`src/rtl/rob_forward_source.sv`:
```
// In-order reorder buffer feeding the operand bypass checker: allocate by decode,
// complete by tag, commit in order, and expose two youngest-producer lookup ports.
module rob_forward_source #(
   parameter int ARCH_BITS    = 32,
   parameter int REG_IDX_BITS = 5,
   parameter int ENTRIES      = 8,
   parameter int TAG_BITS     = 3
) (
   input  logic                    clk,
   input  logic                    rst,
   input  logic                    flush,
   input  logic                    alloc_valid,
   input  logic [REG_IDX_BITS-1:0] alloc_dst,
   output logic                    alloc_ready,
   output logic [TAG_BITS-1:0]     alloc_tag,
   input  logic                    cmpl_valid,
   input  logic [TAG_BITS-1:0]     cmpl_tag,
   input  logic [ARCH_BITS-1:0]    cmpl_data,
   input  logic [REG_IDX_BITS-1:0] lookup_idx1,
   input  logic [REG_IDX_BITS-1:0] lookup_idx2,
   output logic                    fwd_valid1,
   output logic [ARCH_BITS-1:0]    fwd_data1,
   output logic [REG_IDX_BITS-1:0] fwd_dst1,
   output logic                    fwd_we1,
   output logic                    fwd_valid2,
   output logic [ARCH_BITS-1:0]    fwd_data2,
   output logic [REG_IDX_BITS-1:0] fwd_dst2,
   output logic                    fwd_we2,
   output logic                    commit_valid,
   output logic [REG_IDX_BITS-1:0] commit_dst,
   output logic [ARCH_BITS-1:0]    commit_data,
   output logic [TAG_BITS:0]       count
);

   logic [ENTRIES-1:0]      busy_q;
   logic [ENTRIES-1:0]      done_q;
   logic [REG_IDX_BITS-1:0] dst_q  [ENTRIES];
   logic [ARCH_BITS-1:0]    data_q [ENTRIES];
   logic [TAG_BITS-1:0]     head_q;
   logic [TAG_BITS-1:0]     tail_q;
   logic [TAG_BITS:0]       count_q;
   logic                    commit_valid_q;
   logic [REG_IDX_BITS-1:0] commit_dst_q;
   logic [ARCH_BITS-1:0]    commit_data_q;

   logic alloc_fire;
   logic cmpl_fire;
   logic commit_fire;

   // Handshake: an allocation transfers on a rising edge where alloc_valid and
   // alloc_ready are both high; alloc_ready depends only on registered count.
   assign alloc_ready = (count_q < (TAG_BITS+1)'(ENTRIES));
   assign alloc_tag   = tail_q;
   assign count       = count_q;

   assign alloc_fire  = alloc_valid && alloc_ready && !flush;
   assign cmpl_fire   = cmpl_valid && busy_q[cmpl_tag] && !flush;
   // Uses pre-edge done, so a same-cycle completion commits one cycle later.
   assign commit_fire = (count_q != '0) && busy_q[head_q] && done_q[head_q] && !flush;

   assign commit_valid = commit_valid_q;
   assign commit_dst   = commit_dst_q;
   assign commit_data  = commit_data_q;

   // Walk oldest to youngest so the last hit (the youngest producer) wins.
   function automatic logic [ARCH_BITS+1:0] search(input logic [REG_IDX_BITS-1:0] idx);
      logic [ARCH_BITS+1:0] res;
      logic [TAG_BITS-1:0]  pos;
      res = {1'b0, 1'b0, {ARCH_BITS{1'b1}}};
      for (int i = 0; i < ENTRIES; i++) begin
         pos = head_q + TAG_BITS'(i);
         if (((TAG_BITS+1)'(i) < count_q) && busy_q[pos] && (dst_q[pos] == idx)) begin
            res = {1'b1, done_q[pos], done_q[pos] ? data_q[pos] : {ARCH_BITS{1'b1}}};
         end
      end
      return res;
   endfunction

   always_comb begin
      {fwd_valid1, fwd_we1, fwd_data1} = search(lookup_idx1);
      {fwd_valid2, fwd_we2, fwd_data2} = search(lookup_idx2);
      fwd_dst1 = lookup_idx1;
      fwd_dst2 = lookup_idx2;
   end

   always_ff @(posedge clk or negedge rst) begin
      if (!rst) begin
         busy_q         <= '0;
         done_q         <= '0;
         head_q         <= '0;
         tail_q         <= '0;
         count_q        <= '0;
         commit_valid_q <= 1'b0;
         commit_dst_q   <= '0;
         commit_data_q  <= '0;
         for (int i = 0; i < ENTRIES; i++) begin
            dst_q[i]  <= '0;
            data_q[i] <= '0;
         end
      end else if (flush) begin
         busy_q         <= '0;
         done_q         <= '0;
         head_q         <= '0;
         tail_q         <= '0;
         count_q        <= '0;
         commit_valid_q <= 1'b0;
      end else begin
         if (cmpl_fire) begin
            done_q[cmpl_tag] <= 1'b1;
            data_q[cmpl_tag] <= cmpl_data;
         end
         if (commit_fire) begin
            busy_q[head_q] <= 1'b0;
            head_q         <= head_q + 1'b1;
            commit_valid_q <= 1'b1;
            commit_dst_q   <= dst_q[head_q];
            commit_data_q  <= data_q[head_q];
         end else begin
            commit_valid_q <= 1'b0;
         end
         // Allocation never targets a busy slot: it is blocked whenever full.
         if (alloc_fire) begin
            busy_q[tail_q] <= 1'b1;
            done_q[tail_q] <= 1'b0;
            dst_q[tail_q]  <= alloc_dst;
            tail_q         <= tail_q + 1'b1;
         end
         case ({alloc_fire, commit_fire})
            2'b10:   count_q <= count_q + 1'b1;
            2'b01:   count_q <= count_q - 1'b1;
            default: count_q <= count_q;
         endcase
      end
   end

endmodule

```
`config.mk`:
```
export PLATFORM = sky130hd
export DESIGN_NAME = rob_forward_source
export DESIGN_NICKNAME = d
export VERILOG_FILES = /design/src/rtl/rob_forward_source.sv
export SDC_FILE = /design/constraint.sdc
export NUM_CORES = 2
export LEC_CHECK = 0
export ABC_AREA = 0
export CAP_MARGIN = 25
export CORE_ASPECT_RATIO = 0.5
export CORE_MARGIN = 2
export CORE_UTILIZATION = 40
export DETAILED_ROUTE_END_ITERATION = 10
export GPL_TIMING_DRIVEN = 0
export HOLD_SLACK_MARGIN = 0.1
export REMOVE_ABC_BUFFERS = 1
export SKIP_CTS_REPAIR_TIMING = 1
export SLEW_MARGIN = 20
export SYNTH_ARGS = -nofsm -noshare
export SYNTH_HDL_FRONTEND = slang
export SYNTH_SLANG_ARGS = --single-unit
```
`constraint.sdc`:
```
create_clock -name clk -period 7.4 [get_ports clk]
set_input_delay 2.22 -clock clk [delete_from_list [all_inputs] [get_ports clk]]
set_output_delay 2.22 -clock clk [all_outputs]
set_load 0.005 [all_outputs]
```
# Yosys cells after proc, flatten, opt, wreduce, memory -nomap -nowiden
# Index checks and enable logic that the tools add are counted.
# word_totals
register_bits	360
inputBits	55
out_inout_bits	124
# classes
add_sub_neg	10
magnitude_cmp	34
eq_ne	18
mux	134
n_bitwise	17
reduce_logical	44
# ops
operator	count
32-bit 2-to-1 mux	25
32-bit binary-select mux with 3-bit select	8
34-bit 2-to-1 mux	16
256-bit bitwise mux	1
5-bit binary-select mux with 3-bit select	8
32-bit demux with 3-bit select	1
5-bit 2-to-1 mux	17
5-bit == test	16
8-bit 2-to-1 mux	8
1-bit binary-select mux with 3-bit select	17
40-bit bitwise mux	1
4-bit >= comparator, second input constant	10
3-bit by 4-bit < comparator with 1-bit output, second input constant	10
3-bit inverter with 4-bit output	10
1-bit logical AND	36
1-bit 2-to-1 mux	22
8-bit bitwise AND	2
3-bit by 4-bit < comparator with 1-bit output, first input constant	4
8-bit inverter	2
8-bit bitwise OR	2
5-bit demux with 3-bit select	1
3-bit adder, second input constant	4
3-bit 2-to-1 mux	4
1-bit demux with 3-bit select	3
19 further kinds	29

# Longest topological paths before layout
# depth
depth_word	14
mapped_depth	24
mapped_depth_nobuf	11

# Worst setup path after synthesis
# No wires, ideal clock.
# synth_timing
kind	reg-to-output
from	register head_q[1]
to	output port fwd_data1[31]
arrival_time_ns	5.170
t_required_ns	5.180
slack_ns	0.010
stages_incl_launch_ff	22
n_path_buf	14
path_cell_list	dfrtp_1 -> buf_4 -> buf_2 -> buf_4 -> buf_2 -> buf_2 -> buf_2 -> buf_1 -> inv_1 -> ha_1 -> buf_2 -> buf_2 -> buf_2 -> buf_2 -> buf_2 -> buf_1 -> clkbuf_1 -> mux4_2 -> o31ai_1 -> nor2_1 -> o311ai_1 -> a21oi_1
# synth_via
elab_chain_cells	14
# synth_rtl
item	line_no	text
from (decl)	39	logic [TAG_BITS-1:0] head_q;
from (signal assigned)	114	head_q <= head_q + 1'b1;
3-bit by 1-bit adder with 3-bit output or 3-bit inverter with 4-bit output (tied branches)	71, 72, 73	
3-bit inverter with 4-bit output (not written as such) or 5-bit binary-select mux with 3-bit select (tied branches)	72, 73	
5-bit binary-select mux with 3-bit select or 5-bit 2-to-1 mux (tied branches)	72	if (((TAG_BITS+1)'(i) < count_q) && busy_q[pos] && (dst_q[pos] == idx)) begin
5-bit 2-to-1 mux (not written as such)	72	
5-bit 2-to-1 mux (not written as such) or 5-bit == test (tied branches)	72	
5-bit == test or 1-bit logical AND (tied branches)	72	
1-bit logical AND or 34-bit 2-to-1 mux (tied branches)	72	
34-bit 2-to-1 mux (6 in a row)	72	
34-bit 2-to-1 mux (*)	72	
to (decl)	22	output logic [ARCH_BITS-1:0] fwd_data1,
# Mark *: on every way between the ends. The rest lies on a longest branch, timed or not. The select of a mux whose other input is x is not followed.

# Worst setup path after layout
# layout_timing
from	register head_q[1]
to	output port fwd_data2[16]
# layout_via
elab_chain_cells	14
# layout_rtl
item	line_no	text
3-bit by 1-bit adder with 3-bit output or 3-bit inverter with 4-bit output (tied branches)	71, 72, 73	
3-bit inverter with 4-bit output (not written as such) or 5-bit binary-select mux with 3-bit select (tied branches)	72, 73	
5-bit binary-select mux with 3-bit select or 5-bit 2-to-1 mux (tied branches)	72	
5-bit 2-to-1 mux (not written as such)	72	
5-bit 2-to-1 mux (not written as such) or 5-bit == test (tied branches)	72	
5-bit == test or 1-bit logical AND (tied branches)	72	
1-bit logical AND or 34-bit 2-to-1 mux (tied branches)	72	
34-bit 2-to-1 mux (6 in a row)	72	
34-bit 2-to-1 mux (*)	72	
to (decl)	26	output logic [ARCH_BITS-1:0] fwd_data2,
# Marked as above.

==> run metrics <==
H-tree levels=2; Avg Synthesized Cell Area=9.62 um2; failing checks=setup timing; Initial Utilization=40.3%; clock skew=39.6 ps; CP Data Arrival Time=5240 ps; Rel. slew slack=28.3%; antenna violations before repair=5; max-slew violations=0; Buf+Inv Stages, Crit Path=10; warnings from Yosys=0; Fillers=6885; crit-path max cell delay=530 ps; synthesis-stage register bit count=360; Area Overhead vs Synth=25.3%; RD Place Congestion=0.916; worst-path maximum fanout=15; commonest cells after routing, fill and taps aside=mux2_2, dfrtp_1, nand2_1, nor2_1, mux2i_1; Adder-Cell Fraction of Synth Area=0.431%; Multi-input gate area=0.0223 mm2; Critical Path RT=5180 ps; complex-gate fraction of the synthesized area=14.5%; Max stage delay cell, worst path=clkdlybuf4s50_1; Cell Area, Synth=0.0319 mm2; Cell Chain, Critical Path=buf_16 > buf_16 > clkinvlp_4 > ha_4 > buf_4 > buf_12 > buf_4 > clkbuf_16 > nand3_1 > nand4_1 > buf_4 > xor2_1 > and2_2 > nand2_1 > nand2_4 > buf_16 > o31ai_1 > a21oi_2 > clkdlybuf4s50_1; final wirelength=135000 um; GRT Overall Usage=28.7%; Max Clk Rate=134 MHz; Final Hold Vio Count=0; RSZ-0062 raised after global routing=yes; Design Area, Final=0.0400 mm2; CTS tree=yes; Final period util=101%; full die area=0.0822 mm2; Synth cell types=67; met2 Use GR=44.2%; I/O pin cnt=179; asr flop ratio synth=100%; commonest non-fill, non-tap cell in the layout=mux2_2; chip width=403 um; Synth Area in XOR/XNOR=2.22%; pwr dens=131 mW/mm2; Post-Synth Simple-Gate Area=13.4%; Crit Path Category=reg -> out; Setup Viol. Count Final=15; DRT Pass-1 Iters=7; met1 Usage GRT=38.3%; Post-synth EDFFs=0; Setup crit end kind=output port; Clock Sinks=360; Routed WL per cell=29.6 um; Post-Syn Instances=3315; Register Area=0.00902 mm2; Clock Latency Late Sink=630 ps; IO buf count=178; Die Ht=204 um; Routed Antenna Nets=0; CTS root buf=clkbuf_16; min Tclk post-route=7460 ps; CP Launch Type=register; layout cells sized above 1=31.8%; placed inst area=0.0360 mm2; Core ar.=0.0792 mm2; Worst VDD drop=0.146 mV; Final #Nets=3544; setup slack after layout=-63.7 ps; post-synthesis mux area share=36.2%; global route overflow=0; first-pass GRT wire length=179000 um; vias=31213; number of remaining DRC errors=0; Primary FF master, synth=dfrtp_1; CTS Buf Count=40; GRT Max-Usage Layer=met2; largest net degree at the start of global routing=95; vias per cell=6.83; outcome=complete, but fails checks; critical path's top delay family=buffers and inverters; Leak Pwr=15.8 nW; share of the core filled with cells=50.5%; sequential-to-total area share from yosys stat=28.2%; Clock Path Buffers=3; vias in the first global route=28132; DP Wirelength=83300 um; post-route insts no fill=4567; Iteration-0 DRC Markers=4414; largest family of logic cells by synthesized area=multiplexers; Worst Hold Class=reg -> reg; max-cap violations=0; clock-pin slew on the worst setup and hold paths=60 ps; # rows=73; Placed Cells=4324; Tightest Pin Transition=1070 ps; GR Util met3=7.13%
[sequential cells by signal, indices dropped and copies added (netlist names)]
signal        cells
commit_data      32
commit_dst        5
data_q          256
head_q            3
busy_q            8
done_q            8
alloc_tag         3
commit_valid      1
count             4
dst_q            40
[worst reg2reg max path: cells and delay by family, from the launching register on]
family          cells  cell delay [ps]
simple gates        2              950
mux                 3              700
buf+inv             3              650
flops               1              550
compound gates      1              540
[worst paths after layout]
kind                       slack, ps  cells after the start             from              end
setup / recovery                 -60                     19        head_q[1]    fwd_data2[16]
hold / removal                   510                      1  commit_data[23]  commit_data[23]
setup reg to reg                3910                      9        head_q[1]  commit_data[19]
hold reg to reg                  510                      1  commit_data[23]  commit_data[23]
max in group asynchronous       4750                      3              rst        dst_q[31]
min in group asynchronous       1390                      1              rst      data_q[188]
[layer usage]
metal,wire [um],part of all wire (%)
met3,19100,14
met5,57,0.042
met4,8060,6.0
met2,57100,42
met1,50900,38
[cell families after synthesis]
kind of cell | after synthesis
simple gates | 927
xor+xnor | 81
compound gates | 731
fa+ha+maj | 11
mux | 840
flops | 360
buf+inv | 365
[metrics by stage]
| stage | power [mW] | TNS [ps] | worst slack, ps | hold slack (ps) |
|---|---|---|---|---|
| after detailed placement | 2.98 | -114260 | -2210 | 495 |
| final | 5.24 | -410 | -63.7 | 508 |
| after floorplan | 2.66 | -1515860 | -17460 | 506 |
| after global routing | 5.42 | -1870 | -170 | 519 |
| after CTS | 5.19 | -161660 | -2900 | 509 |
| after global placement | 2.95 | -6951810 | -29740 | 490 |
[synth_stat cells (all sizes together) (11+ instances only)]
cell | n | area, um2
o21ai | 150 | 751
nand3 | 74 | 370
a221oi | 14 | 123
nor3b | 11 | 82.6
ha | 11 | 138
mux2 | 366 | 4120
buf | 137 | 719
a211oi | 53 | 413
and2 | 26 | 163
dfrtp | 360 | 9010
mux2i | 259 | 2590
o22ai | 24 | 150
inv | 41 | 154
nand2b | 11 | 71.3
nand3b | 12 | 90.1
nand2 | 285 | 1070
xor2 | 43 | 377
clkbuf | 186 | 698
a21oi | 234 | 1170
nor2b | 50 | 313
xnor2 | 38 | 333
or3 | 30 | 188
nand4 | 17 | 106
a22oi | 12 | 90.1
nor2 | 263 | 987
or2 | 35 | 219
a31oi | 51 | 319
o211ai | 28 | 210
nor3 | 93 | 465
o221ai | 21 | 184
o221a | 18 | 203
mux4 | 215 | 4840
o31ai | 62 | 465
[report_power, final]
part           switching (mW)  internal (mW)  total [mW]
clock network           0.938           1.27        2.21
logic                   0.401          0.397       0.797
registers               0.146           2.09        2.23
total                    1.48           3.76        5.24
[cell type report]
cell class,count,share of cell area (%)
well taps,1050,3.29
multi-input cells,2594,55.7
diodes,9,0.0563
repair inverters,1,0.0282
flip-flops and latches,360,22.6
clock buffers,56,2.78
clock inverters,16,0.736
inverters,42,0.548
repair buffers,439,14.3
Power figures use the tool's default switching activity.
